File: src/rtl/cle_label_stats.sv
// Label statistics: scans the labelled image from the label SRAM and streams
// area and bounding box per non-empty label. Optional CLE_LABEL_STATS_CENTROID_EN adds x/y sums.
module cle_label_stats #(
   parameter  int unsigned IMG_W      = 32,
   parameter  int unsigned IMG_H      = 32,
   parameter  int unsigned MAX_LABELS = 7,
   parameter  int unsigned LBL_W      = 8,
   localparam int unsigned XW         = $clog2(IMG_W),
   localparam int unsigned YW         = $clog2(IMG_H),
   localparam int unsigned AW         = XW + YW
) (
   input  logic             clk,
   input  logic             reset,
   input  logic             start,
   output logic [AW-1:0]    sram_a,
   input  logic [LBL_W-1:0] sram_q,
   output logic             busy,
   output logic             done,
   output logic             ovf,
   output logic             out_valid,
   input  logic             out_ready,
   output logic [LBL_W-1:0] out_label,
   output logic [AW:0]      out_area,
   output logic [XW-1:0]    out_xmin,
   output logic [XW-1:0]    out_xmax,
   output logic [YW-1:0]    out_ymin,
   output logic [YW-1:0]    out_ymax
`ifdef CLE_LABEL_STATS_CENTROID_EN
   ,
   output logic [AW+XW-1:0] out_sumx,
   output logic [AW+YW-1:0] out_sumy
`endif
);

   localparam int unsigned KW = $clog2(MAX_LABELS + 1);

   typedef enum logic [2:0] {IDLE, CLEAR, SCAN, DRAIN, EMIT, DONE} state_t;

   state_t state, state_nx;

   logic [KW-1:0] k;
   logic [AW-1:0] pa;
   logic          pix_vld;
   logic [XW-1:0] px;
   logic [YW-1:0] py;
   logic          last_k;
   logic          cur_empty;

   logic [AW:0]   area [1:MAX_LABELS];
   logic [XW-1:0] xmin [1:MAX_LABELS];
   logic [XW-1:0] xmax [1:MAX_LABELS];
   logic [YW-1:0] ymin [1:MAX_LABELS];
   logic [YW-1:0] ymax [1:MAX_LABELS];
`ifdef CLE_LABEL_STATS_CENTROID_EN
   logic [AW+XW-1:0] sumx [1:MAX_LABELS];
   logic [AW+YW-1:0] sumy [1:MAX_LABELS];
`endif

   always_comb begin
      px        = pa[XW-1:0];
      py        = pa[AW-1:XW];
      last_k    = (k == KW'(MAX_LABELS));
      cur_empty = (area[k] == '0);
   end

   always_ff @(posedge clk) begin
      if (reset) state <= IDLE;
      else       state <= state_nx;
   end

   always_comb begin
      state_nx = state;
      case (state)
         IDLE:  if (start) state_nx = CLEAR;
         CLEAR: state_nx = SCAN;
         SCAN:  if (sram_a == '1) state_nx = DRAIN;
         DRAIN: state_nx = EMIT;
         EMIT:  if (last_k && ((!out_valid && cur_empty) || (out_valid && out_ready)))
                   state_nx = DONE;
         DONE:  state_nx = IDLE;
         default: state_nx = IDLE;
      endcase
   end

   always_ff @(posedge clk) begin
      if (reset) begin
         sram_a    <= '0;
         pa        <= '0;
         pix_vld   <= 1'b0;
         busy      <= 1'b0;
         done      <= 1'b0;
         ovf       <= 1'b0;
         k         <= KW'(1);
         out_valid <= 1'b0;
         out_label <= '0;
         out_area  <= '0;
         out_xmin  <= '0;
         out_xmax  <= '0;
         out_ymin  <= '0;
         out_ymax  <= '0;
`ifdef CLE_LABEL_STATS_CENTROID_EN
         out_sumx  <= '0;
         out_sumy  <= '0;
`endif
         for (int unsigned i = 1; i <= MAX_LABELS; i++) begin
            area[i] <= '0;
            xmin[i] <= '0;
            xmax[i] <= '0;
            ymin[i] <= '0;
            ymax[i] <= '0;
`ifdef CLE_LABEL_STATS_CENTROID_EN
            sumx[i] <= '0;
            sumy[i] <= '0;
`endif
         end
      end else begin
         // sram_q lags sram_a by one cycle; pa/pix_vld track which address it belongs to
         pa      <= sram_a;
         pix_vld <= (state == SCAN);
         busy    <= (state_nx != IDLE);
         done    <= (state_nx == DONE);

         case (state)
            CLEAR: begin
               sram_a <= '0;
               ovf    <= 1'b0;
               k      <= KW'(1);
               for (int unsigned i = 1; i <= MAX_LABELS; i++) begin
                  area[i] <= '0;
                  xmin[i] <= '1;
                  xmax[i] <= '0;
                  ymin[i] <= '1;
                  ymax[i] <= '0;
`ifdef CLE_LABEL_STATS_CENTROID_EN
                  sumx[i] <= '0;
                  sumy[i] <= '0;
`endif
               end
            end
            SCAN: if (sram_a != '1) sram_a <= sram_a + 1'b1;
            EMIT: begin
               if (!out_valid) begin
                  if (!cur_empty) begin
                     out_valid <= 1'b1;
                     out_label <= LBL_W'(k);
                     out_area  <= area[k];
                     out_xmin  <= xmin[k];
                     out_xmax  <= xmax[k];
                     out_ymin  <= ymin[k];
                     out_ymax  <= ymax[k];
`ifdef CLE_LABEL_STATS_CENTROID_EN
                     out_sumx  <= sumx[k];
                     out_sumy  <= sumy[k];
`endif
                  end else if (!last_k) begin
                     k <= k + 1'b1;
                  end
               end else if (out_ready) begin
                  out_valid <= 1'b0;
                  if (!last_k) k <= k + 1'b1;
               end
            end
            default: ;
         endcase

         if (pix_vld) begin
            for (int unsigned i = 1; i <= MAX_LABELS; i++) begin
               if (sram_q == LBL_W'(i)) begin
                  area[i] <= area[i] + 1'b1;
                  if (px < xmin[i]) xmin[i] <= px;
                  if (px > xmax[i]) xmax[i] <= px;
                  if (py < ymin[i]) ymin[i] <= py;
                  if (py > ymax[i]) ymax[i] <= py;
`ifdef CLE_LABEL_STATS_CENTROID_EN
                  sumx[i] <= sumx[i] + (AW+XW)'(px);
                  sumy[i] <= sumy[i] + (AW+YW)'(py);
`endif
               end
            end
            if (sram_q > LBL_W'(MAX_LABELS)) ovf <= 1'b1;
         end
      end
   end

endmodule

File: config.mk
export PLATFORM = sky130hd
export DESIGN_NAME = cle_label_stats
export DESIGN_NICKNAME = d
export VERILOG_FILES = /design/src/rtl/cle_label_stats.sv
export SDC_FILE = /design/constraint.sdc
export NUM_CORES = 1
export LEC_CHECK = 0
export CELL_PAD_IN_SITES_DETAIL_PLACEMENT = 0
export CELL_PAD_IN_SITES_GLOBAL_PLACEMENT = 1
export CORE_MARGIN = 4
export CORE_UTILIZATION = 53
export CTS_CLUSTER_DIAMETER = 30
export DETAILED_ROUTE_END_ITERATION = 8
export PLACE_DENSITY = 0.86
export SLEW_MARGIN = 25
export SYNTH_ARGS = -nofsm -noshare
export SYNTH_HDL_FRONTEND = slang
export SYNTH_SLANG_ARGS = --single-unit
File: constraint.sdc
create_clock -name clk -period 5 [get_ports clk]
set_input_delay 1 -clock clk [delete_from_list [all_inputs] [get_ports clk]]
set_output_delay 1 -clock clk [all_outputs]
set_load 0.005 [all_outputs]
* Yosys cells after proc, flatten, opt, wreduce, memory -nomap -nowiden
Memory sizes are Yosys's and may differ from the RTL's. A register that Yosys moved wholly into a read port is not among the register bits.
Index checks and enable logic that the tools add are counted.
W data, S select, Z words.
** Storage, ports and cells
- Register bits :: 45
- Memory bits (writable) :: 217
- Word-level logic and storage cells :: 419
- Memories kept :: 5
** Memory list
- area :: depth 7, width 11, rd ports 8, clocked after Yosys merged registers in 1, wr ports 7, line 49 : logic [AW:0] area [1:MAX_LABELS];
- xmax :: depth 7, width 5, rd ports 8, clocked after Yosys merged registers in 1, wr ports 7, line 51 : logic [XW-1:0] xmax [1:MAX_LABELS];
- xmin :: depth 7, width 5, rd ports 8, clocked after Yosys merged registers in 1, wr ports 7, line 50 : logic [XW-1:0] xmin [1:MAX_LABELS];
- ymax :: depth 7, width 5, rd ports 8, clocked after Yosys merged registers in 1, wr ports 7, line 53 : logic [YW-1:0] ymax [1:MAX_LABELS];
- ymin :: depth 7, width 5, rd ports 8, clocked after Yosys merged registers in 1, wr ports 7, line 52 : logic [YW-1:0] ymin [1:MAX_LABELS];
** Cells by class
- Add/sub/neg operators :: 9
- $lt $le $gt $ge :: 29
- Eq/ne operators :: 18
- Multiplexer cells :: 262
- Bitwise operators :: 72
- Reduce and logical (&&, ||, !) cells :: 13
** Operators with widths (number)
- $mux W5 :: 56
- $mux W1 :: 179
- $mux W11 :: 14
- $add A11 B1 Y11 const B :: 7
- $gt A5 B5 Y1 :: 14
- $lt A5 B5 Y1 :: 14
- $or A1 B1 Y1 :: 70
- $eq A8 B3 Y1 const B :: 4
- $mux W3 :: 9
- $pmux W10 S2 :: 1
- $eq A8 B2 Y1 const B :: 2
- $pmux W3 S5 :: 1
- $logic_not A11 Y1 :: 1
- $add A10 B1 Y10 const B :: 1
- $eq A10 B10 Y1 const B :: 1
- $mux W10 :: 1
- $ne A10 B10 Y1 const B :: 1
- $eq A3 B3 Y1 const B :: 3
- $eq A8 B1 Y1 const B :: 1
- $gt A8 B3 Y1 const B :: 1
- $eq A3 B2 Y1 const B :: 2
- $ne A3 B3 Y1 const B :: 2
- $pmux W3 S2 :: 1
- $reduce_and A3 Y1 :: 2
- 11 further kinds :: 15

* Logic depth before layout (Yosys ltp)
Gate-level depths: netlist (run 1).
An unclocked memory read counts as a cell.
- Depth after elaboration :: 8
- Mapped depth :: 12
- Mapped depth without buffers :: 9

* Worst setup path before layout (run 1)
Ideal clock, no wire load.
- Path type :: input port to flip-flop
- Start :: input sram_q[5]
- End :: memory xmax[3][0] in the netlist's numbering (enable)
- Arrival time :: 2.715 ns
- Data required time :: 4.684 ns
- Setup slack :: 1.969 ns
- Cell stages on the path :: 5
- Buffers on the path :: 0
- Path through :: or4_4 -> nor2_1 -> nand3_1 -> a311oi_1 -> nand2b_1
** RTL lines
- start: declaration :: line 16 : input logic [LBL_W-1:0] sram_q,
- end: declaration :: line 51

==> results of run 1 <==
through the flow:
step / setup slack, ps / hold WS, ps / cell area, sq um / util (%) / total power, mW
2_1_floorplan: 1970 / 450 / 16900 / - / 3.20
3_3_place_gp: 579 / 458 / 17900 / 56.6 / 3.34
3_5_place_dp: 417 / 463 / 17900 / 56.6 / 3.36
4_1_cts: 958 / 472 / 20000 / 63.5 / 7.52
5_1_grt: 825 / 491 / 20100 / 63.6 / 7.74
6_report: 974 / 465 / 20100 / 63.6 / 7.49
registers in the layout (all words and copies together) (netlist names), named ones only:
name       count
area          77
busy           1
done           1
k              3
out_area      11
out_label      3
out_valid      1
out_xmax       5
out_xmin       5
out_ymax       5
out_ymin       5
ovf            1
pa            10
pix_vld        1
sram_a        10
state          3
xmax          35
xmin          35
ymax          35
ymin          35
where the power goes:
group | internal (mW) | switching (mW) | leakage [nW]
logic | 0.226 | 0.281 | 4.77
clock network | 2.83 | 1.33 | 1.05
registers | 2.70 | 0.121 | 2.84
worst max-delay path by stage:
stage | from | end | slack [ps] | depth (start not counted)
6_report | sram_q[5] | xmax[5][4] | 970 | 6
5_1_grt | sram_q[5] | xmax[5][2] | 830 | 6
4_1_cts | sram_q[5] | xmax[5][4] | 960 | 6
3_5_place_dp | sram_q[5] | xmax[5][4] | 420 | 6
3_3_place_gp | sram_q[5] | xmax[5][0] | 580 | 6
2_1_floorplan | sram_q[5] | xmax[3][0] | 1970 | 5
cells in the final DEF (no fill, tap or decap), types with 28 or more instances in the layout:
cell type	n
edfxtp_1	217
nor2_1	144
inv_1	136
ha_1	135
a21oi_1	83
a21o_1	76
and2_1	75
o21ai_0	71
clkbuf_16	66
dfxtp_1	63
nand3_1	61
mux2i_1	61
clkdlybuf4s50_1	58
nand2b_1	55
nand2_1	49
xor2_1	49
and3_1	28
critical path, cell delays in order:
cell	delay (ps)
clkdlybuf4s50_1	480
or4_4	590
nor2_1	600
nand2_1	620
a311oi_1	650
nand2b_1	300
area by class of cell:
type,count,area [sq um]
Clock buffer,75,1690
Clock inverter,43,485
Fill cell,2510,11500
Inverter,136,510
Multi-Input combinational cell,1118,8180
Sequential cell,285,7890
Tap cell,402,503
Timing Repair Buffer,86,808
logic make-up after synthesis:
| logic type | count (synthesis) | synth area share, % |
|---|---|---|
| AOI/OAI and AO/OA | 327 | 12.7 |
| xor gates and xnor gates | 70 | 3.62 |
| adders and majority gates | 135 | 9.98 |
| buffers and inverters | 215 | 5.33 |
| DFF | 285 | 46.5 |
| muxes | 83 | 6.54 |
| other | 1 | 0.0222 |
| and+or+nand+nor | 498 | 15.2 |
metal layers:
| metal | track usage, % | vias up | wire length, um |
|---|---|---|---|
| met1 | 30.6 | 6040 | 18300 |
| met2 | 40.2 | 327 | 20400 |
| met3 | 3.50 | 79 | 1940 |
| met5 | 0 | - | 0 |
| li1 | - | 5943 | - |
| met4 | 9.50 | 0 | 1390 |
==> qor.yml, run 1 <==
grt_max_degree: 55
gp_congestion: 0.859
dp.cells: 2026
setup_tns_ps: 0
initialDrtViolationCount: 949
syn2layout_area_growth_pct: 18.5
cts.repair.resized: 0
async_flop_share_pct: 0
cts.sinks: 285
grt_pass1_vias: 12335
start_util_pct: 53.6
leakage_nw: 8.66
die_w_um: 187
synth_edf_count: 217
cts_setup_buffers: 0
ys.flop_type: "edfxtp_1"
r2r_setup_slack_ps: 1760
cp-start-kind: "input port"
cts_tree: "done"
rsz0062_at_grt: "no"
ys_seq_area_share_pct: 46.5
cts_buffers: 66
hold_buffers: 0
yosysMostFrequentCell: "edfxtp_1"
ant_nets: 0
min_to: "out_area[5]"
instances_no_fill: 2145
hold_violations: 0
insertion_delay_ps: 550
first_pass_iters: 5
syn_avg_cell_area_sq_um: 10.5
worstHoldStart: "out_area[5]"
finalMaxSlewViolations: 0
yosys-top-cells-count: "edfxtp_1 (217), nor2_1 (145), inv_1 (136), ha_1 (135), a21oi_1 (83)"
remaining_drc_errors: 0
grt_overflow_total: 0
synth_cells: 1614
rr_worst_depth: 6
worst_pin_slew_ps: 1070
fin_skew_ps: 29.3
synthesis.area_sq_um: 16900
die_y_um: 187
synth_top_area_cell: "edfxtp_1"
hpwl_um: 29700
post_drt_via_cell_ratio: 5.78
crit_arrival_ps: 4240
timing.final.crit_share_pct: 80.5
htreeDepth: 3
core_region_area_sq_um: 31600
drv_cap: 0
cts.clk_slew.worst_paths_ps: 50
critPathMaxFanout: 13
std_cell_rows: 65
synthTopCellsByArea: "edfxtp_1 (39%), ha_1 (10%), dfxtp_1 (8.0%)"
setup_viol: 0
max_freq_mhz: 248
critical_path_class: "in2reg"
grt_util_all_layers_pct: 23.7
synth_top_area_share_pct: 38.5
cts_buffer_depth: 3
status: "complete, no violations"
hold_path_depth: 2
critPathCaptureType: "register"
wirelength_um: 42000
drive_gt1_share_pct: 10.2
hp-class: "reg2reg"
die-area_sq_um: 34900
crit_required_ps: 5220
ys_ff_latch: 285
ys_types: 54
yosys_warnings: 0
antenna_found_initial: 0
io_pins: 65
wl_per_cell_um: 19.6
timing.final.crit_period_ps: 4030
cts-root-buf: "clkbuf_16"
p_per_area_nw_per_um2: 374
max_slew_margin_pct: 28.8
portBuffers: 59
nNetsFinal: 1840
grt_pass1_wl_um: 66200
max-vdd-ir-drop_uv: 253
dr_total_vias: 12389
rr_endpoint: "out_area[5]"
diodes: 0
Power figures use the tool's default switching activity.
==> inputs of run 2 (changes only) <==
Settings changed: CORE_UTILIZATION 53 to 45, PLACE_DENSITY 0.86 to 0.77.
Clock period 5 ns to 3.5 ns, I/O delays scaled along.
==> qor.yml, run 2 (synthesized netlist as in run 1, its figures left out) <==
status: "complete, no violations"
grt_max_degree: 46  # -16%
critPathMaxFanout: 31  # +18
crit_arrival_ps: 3240  # -1000 ps
seqPwrFrac_pct: 34.9  # -2.8 points
initialDrtViolationCount: 898  # -5.4%
largest_register: "area"
cts.clk_slew.worst_paths_ps: 40  # about the same
post_drt_via_cell_ratio: 5.44  # -5.7%
wirelength_um: 43800  # +4.2%
antenna_found_initial: 0  # unchanged
critical_path_class: "reg2reg"
first_pass_iters: 5  # unchanged
setup_viol: 0  # unchanged
grt_pass1_vias: 12770  # +3.5%
cts.sinks: 285  # unchanged
largest_reg_flops: 77  # unchanged
die-area_sq_um: 40800  # +17%
rsz0062_at_grt: "no"
max_slew_margin_pct: 38.3  # +9.4 points
fin_util_pct: 56.6  # -7.0 points
cts_buffers: 74  # +12%
power.internal_mw: 8.80  # +53%
hold_buffers: 0  # unchanged
max_freq_mhz: 356
diodes: 0  # unchanged
start_util_pct: 45.9  # -7.7 points
cts_setup_buffers: 0  # unchanged
cp-start-kind: "register"
drive_gt1_share_pct: 13.0  # +2.9 points
std_cell_rows: 70  # +7.7%
final_cell_mix: "edfxtp_1 (217), nor2_1 (144), inv_1 (136), ha_1 (135), a21oi_1 (83)"
hpwl_um: 30900  # +4.1%
ant_nets: 0  # unchanged
clockPowerShare_pct: 58.5  # +2.9 points
cts.repair.resized: 0  # unchanged
htreeDepth: 3  # unchanged
layout.cells.most_common: "edfxtp_1"
io_pins: 65  # unchanged
cts-root-buf: "clkbuf_16"
critPathCaptureType: "register"
gp_congestion: 0.836  # -2.8%
p_per_area_nw_per_um2: 551  # +48%
total_switching_power_mw: 2.70  # +56%
hold_violations: 0  # unchanged
drv_cap: 0  # unchanged
fin_skew_ps: 24.5  # -4.85 ps
portBuffers: 59  # unchanged
p_sw_share_pct: 23.5  # +0.31 points
insertion_delay_ps: 580  # +30 ps
dr_total_vias: 12533  # +1.2%
nNetsFinal: 1884  # +2.4%
setup_tns_ps: 0  # unchanged
grt_overflow_total: 0  # unchanged
remaining_drc_errors: 0  # unchanged
setup_ws_ps: 692  # -282 ps
wl_per_cell_um: 19.0  # -2.9%
grt_pass1_wl_um: 69600  # +5.2%
core_region_area_sq_um: 36900  # +17%
cts_tree: "done"
pre_cts_ws_ps: 231  # -186 ps
timing.final.crit_period_ps: 2810
worst_pin_slew_ps: 925  # -141 ps
finalMaxSlewViolations: 0  # unchanged
power_frac_comb_pct: 6.6  # -0.2 points
leakage_nw: 9.02  # +4.2%
max-vdd-ir-drop_uv: 377  # +49%
hp-class: "reg2reg"
crit_required_ps: 3930  # -1290 ps
cts_buffer_depth: 3  # unchanged
timing.final.crit_share_pct: 80.2
die_y_um: 202  # +8.2%
grt_util_all_layers_pct: 21.4  # -2.3 points
syn2layout_area_growth_pct: 23.3
die_w_um: 202  # +8.2%
==> run 2: changes by cell type in the layout (fill, tap and decap cells not counted), sizes merged <==
| cell | change |
|---|---|
| clkinvlp | +4 |
| inv | +2 |
| clkinv | -1 |
| bufinv | -1 |
| buf | +36 |
| clkbuf | +15 |
==> run 2: path summary, 6_finish.rpt <==
check | from | cells after the start | endpoint | slack [ps]
worst max-delay path | register | 7 | out_area[5] | 690
worst max register to register | register | 7 | out_area[5] | 690
worst min register to register | out_area[5] | 2 | out_area[5] | 460
worst min-delay path | out_area[5] | 2 | out_area[5] | 460
==> run 2: area by class of cell <==
type | count | area [sq um]
Tap cell | 504 | 631
Sequential cell | 285 | 7880
Fill cell | 3164 | 16000
Clock buffer | 90 | 2000
Clock inverter | 47 | 538
Multi-Input combinational cell | 1118 | 8180
Timing Repair Buffer | 122 | 1120
Inverter | 136 | 510
==> run 2: per-layer routing <==
metal,track usage (%),vias to the layer above,share of wire (%)
met5,0,-,0
met4,8.47,0,3.7
met3,3.95,95,5.6
met2,36.0,346,48
met1,27.5,6051,42
li1,-,6041,-
==> run 2: power groups by stage <==
stage | combinational, mW | sequential, mW | clock, mW
5_1_grt | 0.854 | 4.04 | 7.05
3_3_place_gp | 0.740 | 4.07 | 0
2_1_floorplan | 0.571 | 4.00 | 0
4_1_cts | 0.766 | 4.02 | 6.82
3_5_place_dp | 0.757 | 4.07 | 0
6_report | 0.759 | 4.02 | 6.73
==> run 2: critical path, stage by stage, from the launching register on <==
cell	delay [ps]
dfxtp_2	330
buf_12	230
mux4_2	580
nor3_2	200
o211ai_2	160
o21ai_0	520
and2_1	490
a211oi_1	140
==> run 2: per-stage QoR <==
stage | area [sq um] | hold WS [ps] | power, mW | cells
after floorplan | 16900 | 450 | 4.57 | 1618
after global placement | 18300 | 444 | 4.81 | 2165
after detailed placement | 18300 | 464 | 4.83 | 2165
after CTS | 20900 | 470 | 11.6 | 2302
after global routing | 20900 | 492 | 11.9 | 2302
final | 20900 | 461 | 11.5 | 2302
